**config.mk**
```make
export PLATFORM = sky130hd
export DESIGN_NAME = sram_bus_arbiter
export DESIGN_NICKNAME = d
export VERILOG_FILES = /design/src/rtl/sram_bus_arbiter.sv
export SDC_FILE = /design/constraint.sdc
export NUM_CORES = 1
export LEC_CHECK = 0
export ABC_AREA = 1
export CAP_MARGIN = 20
export CORE_AREA = 2 2 109 111
export CTS_CLUSTER_SIZE = 16
export DETAILED_ROUTE_END_ITERATION = 12
export DIE_AREA = 0 0 111 113
export GPL_ROUTABILITY_DRIVEN = 0
export MAX_ROUTING_LAYER = met4
export PLACE_DENSITY = 0.69
export SETUP_SLACK_MARGIN = 0.02
export SLEW_MARGIN = 25
export SYNTH_ARGS = -nofsm -noshare
export SYNTH_HDL_FRONTEND = slang
export SYNTH_SLANG_ARGS = --single-unit
```
**constraint.sdc**
```tcl
create_clock -name clk -period 2.6 [get_ports clk]
set_clock_uncertainty 0.05 [all_clocks]
set_input_delay 0.65 -clock clk [delete_from_list [all_inputs] [get_ports clk]]
set_output_delay 0.65 -clock clk [all_outputs]
set_load 0.01 [all_outputs]
```
**src/rtl/sram_bus_arbiter.sv**
```systemverilog
// Two-master arbiter onto a single SRAM-like slave port: data side has priority,
// a stalled grant is locked until accepted, and responses are routed by an in-order owner FIFO.
module sram_bus_arbiter #(
  parameter int MAX_OUTSTANDING = 4
) (
  input  logic        clk,
  input  logic        reset,

  input  logic        inst_req,
  input  logic [31:0] inst_addr,
  output logic        inst_addr_ok,
  output logic        inst_data_ok,
  output logic [31:0] inst_rdata,

  input  logic        data_req,
  input  logic        data_wr,
  input  logic [1:0]  data_size,
  input  logic [3:0]  data_wstrb,
  input  logic [31:0] data_addr,
  input  logic [31:0] data_wdata,
  output logic        data_addr_ok,
  output logic        data_data_ok,
  output logic [31:0] data_rdata,

  output logic        bus_req,
  output logic        bus_wr,
  output logic [1:0]  bus_size,
  output logic [3:0]  bus_wstrb,
  output logic [31:0] bus_addr,
  output logic [31:0] bus_wdata,
  input  logic        bus_addr_ok,
  input  logic        bus_data_ok,
  input  logic [31:0] bus_rdata,

  output logic        err_spurious
);

  localparam int PTR_W = $clog2(MAX_OUTSTANDING);
  localparam int CNT_W = PTR_W + 1;

  localparam logic [0:0] OWNER_INST = 1'b0;
  localparam logic [0:0] OWNER_DATA = 1'b1;

  logic                       lock_valid_q, lock_valid_d;
  logic                       lock_owner_q, lock_owner_d;
  logic [PTR_W-1:0]           wr_ptr_q, wr_ptr_d;
  logic [PTR_W-1:0]           rd_ptr_q, rd_ptr_d;
  logic [CNT_W-1:0]           count_q, count_d;
  logic                       err_q, err_d;
  logic [MAX_OUTSTANDING-1:0] owner_q, owner_d;

  logic grant;
  logic granted_req;
  logic full;
  logic count_nz;
  logic head;
  logic push;
  logic pop;

  // A stalled request keeps its grant so the slave never sees fields change under it.
  assign grant       = lock_valid_q ? lock_owner_q : (data_req ? OWNER_DATA : OWNER_INST);
  assign granted_req = (grant == OWNER_DATA) ? data_req : inst_req;
  assign full        = (count_q == CNT_W'(MAX_OUTSTANDING));
  assign bus_req     = granted_req && !full && !reset;

  always_comb begin
    bus_wr    = 1'b0;
    bus_size  = 2'd2;
    bus_wstrb = 4'h0;
    bus_addr  = inst_addr;
    bus_wdata = 32'h0;
    if (grant == OWNER_DATA) begin
      bus_wr    = data_wr;
      bus_size  = data_size;
      bus_wstrb = data_wstrb;
      bus_addr  = data_addr;
      bus_wdata = data_wdata;
    end
  end

  assign push = bus_req && bus_addr_ok;
  assign inst_addr_ok = push && (grant == OWNER_INST);
  assign data_addr_ok = push && (grant == OWNER_DATA);

  // Count is treated as zero while reset is held so no response leaks out.
  assign count_nz = (count_q != '0) && !reset;
  assign head     = owner_q[rd_ptr_q];
  assign pop      = bus_data_ok && count_nz;

  assign inst_data_ok = pop && (head == OWNER_INST);
  assign data_data_ok = pop && (head == OWNER_DATA);
  assign inst_rdata   = bus_rdata;
  assign data_rdata   = bus_rdata;
  assign err_spurious = err_q && !reset;

  generate
    for (genvar gi = 0; gi < MAX_OUTSTANDING; gi++) begin : g_owner
      assign owner_d[gi] = (push && (wr_ptr_q == PTR_W'(gi))) ? grant : owner_q[gi];
    end
  endgenerate

  always_comb begin
    lock_valid_d = lock_valid_q;
    lock_owner_d = lock_owner_q;
    if (push) begin
      lock_valid_d = 1'b0;
    end else if (bus_req) begin
      lock_valid_d = 1'b1;
      lock_owner_d = grant;
    end
  end

  always_comb begin
    wr_ptr_d = push ? wr_ptr_q + PTR_W'(1) : wr_ptr_q;
    rd_ptr_d = pop  ? rd_ptr_q + PTR_W'(1) : rd_ptr_q;
    count_d  = count_q;
    case ({push, pop})
      2'b10:   count_d = count_q + CNT_W'(1);
      2'b01:   count_d = count_q - CNT_W'(1);
      default: count_d = count_q;
    endcase
    err_d = err_q || (bus_data_ok && (count_q == '0));
  end

  always_ff @(posedge clk) begin
    if (reset) begin
      lock_valid_q <= 1'b0;
      lock_owner_q <= 1'b0;
      wr_ptr_q     <= '0;
      rd_ptr_q     <= '0;
      count_q      <= '0;
      err_q        <= 1'b0;
    end else begin
      lock_valid_q <= lock_valid_d;
      lock_owner_q <= lock_owner_d;
      wr_ptr_q     <= wr_ptr_d;
      rd_ptr_q     <= rd_ptr_d;
      count_q      <= count_d;
      err_q        <= err_d;
    end
  end

  // Owner slots need no reset: only entries behind a valid count are ever read.
  always_ff @(posedge clk) begin
    owner_q <= owner_d;
  end

endmodule

```
# --- After elaboration in Yosys (flattened, before gate mapping) ---
# Cells that the tools add are included.
totals:
  output_inout_bits: 141
  input_bits: 141
  regBits: 14
classes:
  bitwise_logic: 3
  order_cmp: 1
  muxes: 11
  n_addsub: 4
  reduce_logical: 24
  n_eq_ne: 6
op_table:
  columns: ["operator", "count"]
  rows:
  - ["two-way mux 32 bit", 2]
  - ["logical AND 1 bit", 15]
  - ["== test 2 bit (second input constant)", 3]
  - ["one-hot mux 3 bit (2 select lines)", 1]
  - ["two-way mux 1 bit", 5]
  - ["adder 2 x 1 -> 2 bit (second input constant)", 2]
  - ["== test 2 x 1 -> 1 bit (second input constant)", 2]
  - ["two-way mux 4 bit", 1]
  - ["adder 3 x 1 -> 3 bit (second input constant)", 1]
  - ["== test 3 bit (second input constant)", 1]
  - ["zero test 3 bit", 1]
  - ["less-than comparator 2 x 3 -> 1 bit (second input constant)", 1]
  - ["NOT 1 bit", 3]
  - ["nonzero test 3 bit", 1]
  - ["subtractor 3 x 1 -> 3 bit (second input constant)", 1]
  - ["binary-select mux 1 bit (select 2 bit)", 1]
  - ["zero test 1 bit", 2]
  - ["zero test 2 bit", 1]
  - ["two-way mux 2 bit", 1]
  - ["AND reduction 2 bit", 1]
  - ["nonzero test 2 bit", 1]
  - ["OR reduction 2 bit", 1]
  - ["logical OR 1 bit", 1]

# --- Logic depth before layout (Yosys ltp) ---
# Gate-level depths: netlist of run 1.
depth:
  depth_word: 8
  depth_mapped: 13
  mapped_depth_nobuf: 13

# --- Worst setup path before layout of run 1 ---
# OpenSTA, ideal clock, no wires.
synth_timing:
  path_type: "input to register"
  start: "in data_req"
  end: "reg count_q[2]"
  stages: 11
  arrival_time_ps: 1874
  setup_time_ps: 113
  path_slack_ps: 563
  n_path_buf: 0
  cell_sequence: "nand2_1 nand3_2 nand2_4 nand3_4 ha_1 inv_1 fa_1 a21oi_1 o21ai_0 nor2_1 nor2_1"
synth_between:
  elab_chain_len: 8
synth_rtl:
  columns: ["item", "line", "text"]
  rows:
  - ["from (decl)", "15", "input logic data_req,"]
  - ["two-way mux 1 bit (2 in a row)", "61", "assign grant = lock_valid_q ? lock_owner_q : (data_req ? OWNER_DATA : OWNER_INST);"]
  - ["two-way mux 1 bit *", "62", "assign granted_req = (grant == OWNER_DATA) ? data_req : inst_req;"]
  - ["logical AND 1 bit * (2 in a row)", "64", "assign bus_req = granted_req && !full && !reset;"]
  - ["logical AND 1 bit *", "81", "assign push = bus_req && bus_addr_ok;"]
  - ["== test 2 x 1 -> 1 bit or == test 2 bit (tied branches)", "117", "case ({push, pop})"]
  - ["one-hot mux 3 bit (2 select lines) or nonzero test 2 bit (tied branches)", null, null]
  - ["to (signal assigned)", "138", "count_q <= count_d;"]
  - ["to (decl)", "48", "logic [CNT_W-1:0] count_q, count_d;"]
# Mark *: on every way between the ends. The rest lies on a longest branch, timed or not.
# A chain may end at the register's enable or synchronous reset.

# --- Worst setup path in the final report of run 1 ---
layout_timing:
  start: "in data_req"
  end: "out bus_addr[11]"
layout_between:
  elab_chain_len: 3
layout_rtl:
  columns: ["item", "line", "text"]
  rows:
  - ["two-way mux 1 bit (2 in a row)", "61", null]
  - ["two-way mux 32 bit", "72", "if (grant == OWNER_DATA) begin"]
  - ["to (decl)", "29", "output logic [31:0] bus_addr,"]
# Every way passes these cells.

==> impl_metrics.json, run 1 <==
{
  "status": "finished clean",
  "yosys.cell_types.count": 23,
  "cts-root-buf": "clkbuf_16",
  "worstPathRequired_ns": 1.90,
  "max-slew-margin-rel_pct": 82.44,
  "leakagePower_nw": 2.025,
  "grt_start_max_net_pins": 29,
  "peakVddDrop_mv": 0.1907,
  "final-seq-area_um2": 320.3,
  "multiInputGateArea_um2": 938.4,
  "ys.flop_type": "dfxtp_1",
  "synth_seq_cells": 14,
  "nets": 640,
  "cts_max_level": 1,
  "grt_util_all_layers_pct": 11.61,
  "finalWirelength_um": 7573,
  "syn_avg_cell_area_um2": 5.771,
  "r2r_cells": 13,
  "clock_latency_ns": 0.24,
  "layout_worst_path_cycle_share_pct": 95.97,
  "path_class": "primary input to output pin",
  "setup_tns_ns": 0,
  "vias_per_cell": 3.830,
  "num_vias": 2432,
  "synth-edff-count": 4,
  "ios": 282,
  "synth_top_area_share_pct": 24.48,
  "min_path_type": "flop to flop",
  "cp-start-kind": "primary input",
  "hold_depth": 2,
  "die_h_um": 113,
  "pwr-share-clk_pct": 24.6,
  "comb_power_share_pct": 56.6,
  "dp_hpwl_um": 6311,
  "cts.sinks": 14,
  "p_seq_share_pct": 18.8,
  "drtIter0Drc": 82,
  "row_count": 39,
  "ys_seq_area_share_pct": 15.59,
  "swShare_pct": 33.46,
  "wire_per_inst_um": 11.93,
  "clkTransAtPathRegs_ns": 0.05,
  "worstSetupEndpointType": "output pin",
  "intPower_mw": 0.8829,
  "syn_inst": 356,
  "setup_viol": 0,
  "io_buffers": 185,
  "p_per_area_nw_per_um2": 352.6,
  "grt_pass1_vias": 2454,
  "drc_errors": 0,
  "syn_area_um2": 2054,
  "area_growth_pct": 83.19,
  "yosys_warnings": 0,
  "first_pass_iters": 4,
  "die-area_um2": 12540,
  "grt_remaining_overflow": 0,
  "fillers": 1222,
  "max_slew.worst_pin.slew_ns": 0.2632,
  "maxCapViolations": 0,
  "async_flop_share_pct": 0,
  "clockBufferDepth": 2,
  "p_sw_mw": 0.4440,
  "coreArea_um2": 11270,
  "yosysMostFrequentCell": "nand2_1",
  "antenna_found_initial": 0,
  "r2r-start": "lock_valid_q",
  "hold_violations": 0,
  "hp-start": "err_q",
  "fmax_mhz": 400.7,
  "min_to": "err_q",
  "cts_made_buffers": 3,
  "die_w_um": 111,
  "final-max-slew-violation-count": 0,
  "synthTopCellsByArea": "buf_4, nand2_1, inv_1",
  "worstPathArrival_ns": 1.80,
  "reg2reg_to": "count_q[2]",
  "antenna_left": 0,
  "finalCriticalPeriod_ns": 2.495,
  "cp_max_fo": 28,
  "synth_nets": 503,
  "initial_core_util_pct": 18.23,
  "rrSetupSlack_ns": 0.41,
  "cts-hold-fix-buffers": 0,
  "drive_gt1_share_pct": 8.740,
  "synth_common_cells": "nand2_1, buf_4, inv_1",
  "grt_pass1_wl_um": 11450,
  "cts_tree": "built",
  "synth_area_leader_cell": "buf_4",
  "rsz0062_at_grt": "false",
  "fin_area_um2": 3764,
  "placed_area_um2": 3669,
  "n_antenna_cell": 0
}
[metrics by stage]
step / instances / hold WS, ns / util, % / setup slack (ns) / total power, mW
2_1_floorplan: 356 / 0.3804 / - / 0.5629 / 0.6695
3_3_place_gp: 624 / 0.3916 / 32.55 / -0.4192 / 1.049
3_5_place_dp: 624 / 0.4027 / 32.55 / -0.4812 / 1.059
4_1_cts: 636 / 0.4100 / 33.57 / 0.02592 / 1.360
5_1_grt: 635 / 0.4402 / 33.39 / 0.02770 / 1.417
6_report: 635 / 0.4050 / 33.39 / 0.1047 / 1.327
[area by class of cell]
cell class                      count  share of cell area (%)
Timing Repair Buffer              207                   53.19
Multi-Input combinational cell    205                   24.93
Sequential cell                    14                   8.511
Inverter                           62                   6.250
Tap cell                          143                   4.754
Clock buffer                        4                   2.360
[what timing repair did]
action                     in CTS  in global routing
gates cloned                    2                  0
gates resized for setup        82                  8
buffers inserted                6                  0
pin swaps                       1                  1
setup endpoints to repair      78                 21
[flip-flops by register name (all words and copies together), names as in the netlist]
| signal | count |
|---|---|
| count_q | 3 |
| rd_ptr_q | 2 |
| owner_q | 4 |
| lock_owner_q | 1 |
| lock_valid_q | 1 |
| wr_ptr_q | 2 |
| err_q | 1 |
[cells in the final DEF, fill, tap and decap left out, types with 2 or more instances in the layout]
cell             instances
nand2_1                114
clkdlybuf4s50_1        107
dlygate4sd2_1           72
inv_1                   59
nor2_1                  55
buf_4                   16
dfxtp_1                 10
a21oi_1                  7
ha_1                     5
nand3_1                  4
edfxtp_1                 4
buf_12                   4
nand2_2                  3
o21ai_0                  3
nand4_1                  3
clkbuf_16                3
inv_2                    2
a21oi_4                  2
dlymetal6s2s_1           2
clkdlybuf4s15_1          2
[how the worst max path moves through the flow]
stage                   from            end  cells after the start
finish              data_req   bus_addr[11]                      8
global route        inst_req   inst_addr_ok                      6
CTS                 data_req  bus_wdata[21]                      8
detailed placement  data_req   bus_addr[22]                      6
global placement    data_req   bus_addr[22]                      6
floorplan           data_req     count_q[2]                     11
[critical path, cell delays in order]
cell and delay, ns:
clkdlybuf4s15_2 0.22, o21ai_4 0.16, buf_4 0.16, inv_4 0.05, buf_12 0.16, nand2_1 0.08
nand2_1 0.04, dlygate4sd2_1 0.28
[cells by family (layout without fill, tap and decap cells)]
| logic type | after synthesis | after routing | share of synthesized area (%) |
|---|---|---|---|
| AOI/OAI and AO/OA | 15 | 15 | 4.933 |
| adders and majority gates | 6 | 6 | 4.020 |
| and+or+nand+nor | 184 | 184 | 36.18 |
| buffers and inverters | 137 | 273 | 39.28 |
| DFF | 14 | 14 | 15.59 |
[power groups by stage]
stage	logic, mW	registers (mW)	clock network [mW]
after floorplan	0.419	0.251	0
after global placement	0.796	0.253	0
after detailed placement	0.806	0.254	0
after CTS	0.776	0.249	0.334
after global routing	0.825	0.251	0.341
final	0.751	0.249	0.326
[layer usage]
metal  wire length, um  vias to the layer above  GRT usage (%)
li1                  -                     1236              -
met1              2825                     1035          11.77
met2              3747                      139          20.45
met3               841                       22          4.392
met4               160                        0          4.417
met5                 0                        -              -
No activity file was read; power rests on OpenSTA's default activity.
==> run 2: changes to the inputs <==
--- a/config.mk
+++ b/config.mk
@@ -11,9 +11,10 @@
 export CTS_CLUSTER_SIZE = 16
 export DETAILED_ROUTE_END_ITERATION = 12
 export DIE_AREA = 0 0 111 113
+export DONT_BUFFER_PORTS = 1
 export GPL_ROUTABILITY_DRIVEN = 0
 export MAX_ROUTING_LAYER = met4
-export PLACE_DENSITY = 0.69
+export PLACE_DENSITY = 0.37
 export SETUP_SLACK_MARGIN = 0.02
 export SLEW_MARGIN = 25
 export SYNTH_ARGS = -nofsm -noshare
==> run 2 against run 1 <==
  * Fmax is 7.7% higher
  * Clock power is 8.6% lower
  * Combinational power is 54% lower
  * Cell count is 32% lower
  * Core utilization is 18 points lower
  * Sequential power hardly changed
  * Via count is 31% lower
  * Sequential cell count stayed put
  * Critical endpoint is now bus_addr[3]
==> impl_metrics.json, run 2 (synthesis results as in run 1) <==
{
  "status": "finished clean",
  "area_growth_pct": -14.31,
  "finalCriticalPeriod_ns": 2.316,
  "top_register": "owner_q",
  "drive_gt1_share_pct": 6.620,
  "p_seq_share_pct": 27.8,
  "coreArea_um2": 11270,
  "cts_max_level": 1,
  "final-seq-area_um2": 320.3,
  "clock_latency_ns": 0.24,
  "swShare_pct": 41.14,
  "worstPathRequired_ns": 1.90,
  "clockBufferDepth": 2,
  "final-max-slew-violation-count": 0,
  "clkTransAtPathRegs_ns": 0.05,
  "setup_tns_ns": 0,
  "reg.largest.list": "owner_q: 4 flops, count_q: 3 flops",
  "p_sw_mw": 0.3678,
  "rsz0062_at_grt": "false",
  "path_buf_inv": 1,
  "cp_max_fo": 37,
  "layout_worst_path_cycle_share_pct": 89.08,
  "post_cts_buffers": 0,
  "crit_path_start": "lock_valid_q",
  "initial_core_util_pct": 18.23,
  "dp_hpwl_um": 4768,
  "fmax_mhz": 431.8,
  "comb_power_share_pct": 38.8,
  "grt_start_max_net_pins": 44,
  "critPathMostFrequentCell": "nand2_1",
  "cts-hold-fix-buffers": 0,
  "p_total_mw": 0.8940,
  "worstPathArrival_ns": 1.62,
  "p_per_area_nw_per_um2": 507.8,
  "row_count": 39,
  "cp-start-kind": "flop",
  "max_slew.worst_pin.slew_ns": 0.6193,
  "leakagePower_nw": 0.9762,
  "finalWirelength_um": 5593,
  "r2r_cells": 11,
  "intPower_mw": 0.5262,
  "cp_slowest_cell": "inv_2",
  "r2r-start": "lock_valid_q",
  "peakVddDrop_mv": 0.3191,
  "n_antenna_cell": 0,
  "grt_pass1_wl_um": 7610,
  "postCtsResizedCells": 0,
  "min_path_type": "flop to flop",
  "pwr-share-clk_pct": 33.4,
  "layout_commonest_cell": "nand2_1",
  "io_buffers": 0,
  "die-area_um2": 12540,
  "vias_per_cell": 3.900,
  "cts-root-buf": "clkbuf_16",
  "crit_chain": "nand2_1 > o21ai_4 > inv_2 > nand2_1 > nand2_1",
  "die_h_um": 113,
  "hold_violations": 0,
  "setup_viol": 0,
  "antenna_left": 0,
  "final_cell_mix": "nand2_1, inv_1, nor2_1, dfxtp_1, a21oi_1",
  "worstSetupEndpointType": "output pin",
  "antenna_found_initial": 0,
  "largest_register_ffs": 4,
  "cpPeakStageDelay_ns": 0.45,
  "drtIter0Drc": 103,
  "fillers": 1303,
  "grt_remaining_overflow": 0,
  "cts_tree": "built",
  "num_vias": 1677,
  "reg2reg_to": "count_q[2]",
  "multiInputGateArea_um2": 934.6,
  "ios": 282,
  "wire_per_inst_um": 13.01,
  "cts.sinks": 14,
  "drc_errors": 0,
  "critPathCapture": "bus_addr[3]",
  "die_w_um": 111,
  "rrSetupSlack_ns": 0.54,
  "grt_pass1_vias": 1380,
  "max-slew-margin-rel_pct": 58.71,
  "cp.depth": 5,
  "cts_made_buffers": 3,
  "crit_family": "simple AND/OR/NAND/NOR gates",
  "path_class": "flop to output pin",
  "nets": 435,
  "grt_util_all_layers_pct": 8.008,
  "first_pass_iters": 4,
  "maxCapViolations": 0
}
## run 2: cell type report
cell class,instances,area share (%)
multi-input cells,205,53.09
flip-flops and latches,14,18.19
inverters,62,13.22
well taps,143,10.16
clock buffers,3,4.264
repair buffers,2,0.8529
clock inverters,1,0.2132
## run 2: worst min path at each step
stage / startpoint / depth (start not counted) / end
3_3_place_gp: err_q / 2 / err_q
5_1_grt: reset / 1 / err_q
3_5_place_dp: err_q / 2 / err_q
2_1_floorplan: err_q / 2 / err_q
6_report: err_q / 2 / err_q
4_1_cts: err_q / 2 / err_q
## run 2: power groups by stage
stage | Sequential (mW) | Combinational (mW) | Clock [mW]
2_1_floorplan | 0.251 | 0.419 | 0
3_3_place_gp | 0.254 | 0.351 | 0
3_5_place_dp | 0.253 | 0.351 | 0
4_1_cts | 0.249 | 0.352 | 0.305
5_1_grt | 0.251 | 0.386 | 0.317
6_report | 0.249 | 0.347 | 0.298
## run 2: worst register-to-register path, stage by stage, from the launching register on
cell     delay, ns
dfxtp_1       0.42
nand2_1       0.14
nand2_1       0.12
nand2_4       0.09
nand3_4       0.13
ha_1          0.16
inv_1         0.06
fa_1          0.38
a21oi_1       0.14
o21ai_0       0.11
nor2_1        0.10
nor2_1        0.05
## run 2: metrics by stage
stage | std cells | hold WS, ns | setup slack (ns) | instance area (um^2) | utilization, %
global route | 430 | 0.4149 | 0.1437 | 1760 | 15.62
global placement | 426 | 0.4051 | 0.4413 | 1682 | 14.92
finish | 430 | 0.4037 | 0.2840 | 1760 | 15.62
CTS | 430 | 0.4041 | 0.2546 | 1760 | 15.62
floorplan | 356 | 0.3804 | 0.5629 | 2054 | -
detailed placement | 426 | 0.3971 | 0.3984 | 1682 | 14.92
## run 2: per-layer routing
layer | global-route usage, % | wire length [um]
met4 | 1.833 | 70
met3 | 4.553 | 711
met1 | 8.445 | 2018
met5 | - | 0
met2 | 13.13 | 2793
==> run 3: changes to the inputs <==
--- a/config.mk
+++ b/config.mk
@@ -13,7 +13,6 @@
 export DIE_AREA = 0 0 111 113
 export DONT_BUFFER_PORTS = 1
 export GPL_ROUTABILITY_DRIVEN = 0
-export MAX_ROUTING_LAYER = met4
 export PLACE_DENSITY = 0.37
 export SETUP_SLACK_MARGIN = 0.02
 export SLEW_MARGIN = 25
==> constraint.sdc (replaced) <==
create_clock -name clk -period 2.6 [get_ports clk]
set_clock_uncertainty 0.05 [all_clocks]
set_input_delay 0.39 -clock clk [delete_from_list [all_inputs] [get_ports clk]]
set_output_delay 0.39 -clock clk [all_outputs]
set_load 0.01 [all_outputs]
==> run 3 against run 2 <==
  * Core utilization unchanged
  * Critical endpoint is now count_q[2]
  * Final area unchanged
  * Sequential share of layout area unchanged
  * Largest power group unchanged
  * Highest routed layer unchanged
==> impl_metrics.json, run 3 (synthesis results as in run 1) <==
{
  "status": "finished clean",
  "cpPeakStageDelay_ns": 0.42,
  "layout_worst_path_cycle_share_pct": 78.58,
  "max-slew-margin-rel_pct": 59.73,
  "die_w_um": 111,
  "clkTransAtPathRegs_ns": 0.05,
  "p_total_mw": 0.8933,
  "antenna_found_initial": 0,
  "leakagePower_nw": 0.9762,
  "initial_core_util_pct": 18.23,
  "postCtsResizedCells": 0,
  "area_growth_pct": -14.31,
  "grt_pass1_wl_um": 7596,
  "n_antenna_cell": 0,
  "fmax_mhz": 489.4,
  "vias_per_cell": 3.944,
  "num_vias": 1696,
  "coreArea_um2": 11270,
  "cp-start-kind": "flop",
  "grt_util_all_layers_pct": 7.677,
  "worstSetupEndpointType": "flop",
  "cp_max_fo": 10,
  "largest_register_ffs": 4,
  "drc_errors": 0,
  "grt_remaining_overflow": 0,
  "hold_violations": 0,
  "max_slew.worst_pin.slew_ns": 0.6041,
  "reg.largest.list": "owner_q: 4 flops, count_q: 3 flops",
  "grt_start_max_net_pins": 43,
  "cp_slowest_cell": "dfxtp_1",
  "finalWirelength_um": 5604,
  "nets": 435,
  "min_path_type": "primary input to flop",
  "crit_chain": "nand2_1 > nand2_1 > nand2_4 > nand3_4 > ha_1 > inv_1 > fa_1 > a21oi_1 > o21ai_0 > nor2_1 > nor2_1",
  "maxCapViolations": 0,
  "first_pass_iters": 4,
  "finalCriticalPeriod_ns": 2.043,
  "cts_tree": "built",
  "layout_commonest_cell": "nand2_1",
  "worstPathArrival_ns": 2.14,
  "path_class": "flop to flop",
  "row_count": 39,
  "cts-hold-fix-buffers": 0,
  "io_buffers": 0,
  "rsz0062_at_grt": "false",
  "p_per_area_nw_per_um2": 507.4,
  "fillers": 1287,
  "cts_max_level": 1,
  "wire_per_inst_um": 13.03,
  "post_cts_buffers": 0,
  "die-area_um2": 12540,
  "wl_met2_um": 2684,
  "wl_met3_um": 645,
  "cts_made_buffers": 3,
  "cts-root-buf": "clkbuf_16",
  "setup_tns_ns": 0,
  "worstPathRequired_ns": 2.69,
  "clock_latency_ns": 0.24,
  "peakVddDrop_mv": 0.2938,
  "drive_gt1_share_pct": 6.620,
  "drtIter0Drc": 86,
  "ios": 282,
  "dp_hpwl_um": 4733,
  "final_cell_mix": "nand2_1, inv_1, nor2_1, dfxtp_1, a21oi_1",
  "grt_pass1_vias": 1438,
  "clockBufferDepth": 2,
  "setup_viol": 0,
  "top_register": "owner_q",
  "cts.sinks": 14,
  "antenna_left": 0,
  "wl_met1_um": 2179,
  "final-max-slew-violation-count": 0,
  "highest_layer": "met4",
  "die_h_um": 113
}
run 3: final cells by class:
type	count	area (um^2)	share of cell area [%]
Multi-Input combinational cell	205	934.6	53.09
Sequential cell	14	320.3	18.19
Inverter	62	232.7	13.22
Tap cell	143	178.9	10.16
Clock buffer	3	75.07	4.264
Timing Repair Buffer	2	15.01	0.8529
Clock inverter	1	3.754	0.2132
run 3: final timing paths:
path	slack, ns	cells past startpoint	end	start
worst max-delay path	0.56	11	count_q[2]	lock_valid_q
worst min-delay path	0.16	1	err_q	reset
worst max register to register	0.56	11	count_q[2]	lock_valid_q
worst min register to register	0.41	2	err_q	err_q
run 3: metal layers:
layer	vias up	global-route usage (%)
met5	-	0
met2	122	12.80
met1	737	8.679
met4	0	2.500
met3	8	3.696
li1	829	-
run 3: worst max-delay path, delay by kind of cell, from the launching register on:
family                   cells  cell delay [ns]
flip-flops                   1             0.42
AO/OA/AOI/OAI                2             0.25
AND/OR/NAND/NOR              6             0.61
adder cells (fa/ha/maj)      2             0.53
buffers and inverters        1             0.06
run 3: per-stage QoR:
| stage | worst slack (ns) | instance area [um^2] | hold WS, ns | util [%] | cells |
|---|---|---|---|---|---|
| after floorplan | 0.7139 | 2054 | 0.3804 | - | 356 |
| after global placement | 0.5788 | 1682 | 0.4021 | 14.92 | 426 |
| after detailed placement | 0.5490 | 1682 | 0.4007 | 14.92 | 426 |
| after CTS | 0.5137 | 1760 | 0.1547 | 15.62 | 430 |
| after global routing | 0.2408 | 1760 | 0.1516 | 15.62 | 430 |
| final | 0.5568 | 1760 | 0.1559 | 15.62 | 430 |
run 3: power by group:
part	internal [mW]	total, mW	switching [mW]
sequential	0.239	0.249	0.0102
clock	0.204	0.298	0.0940
combinational	0.0830	0.346	0.263
total	0.526	0.893	0.367
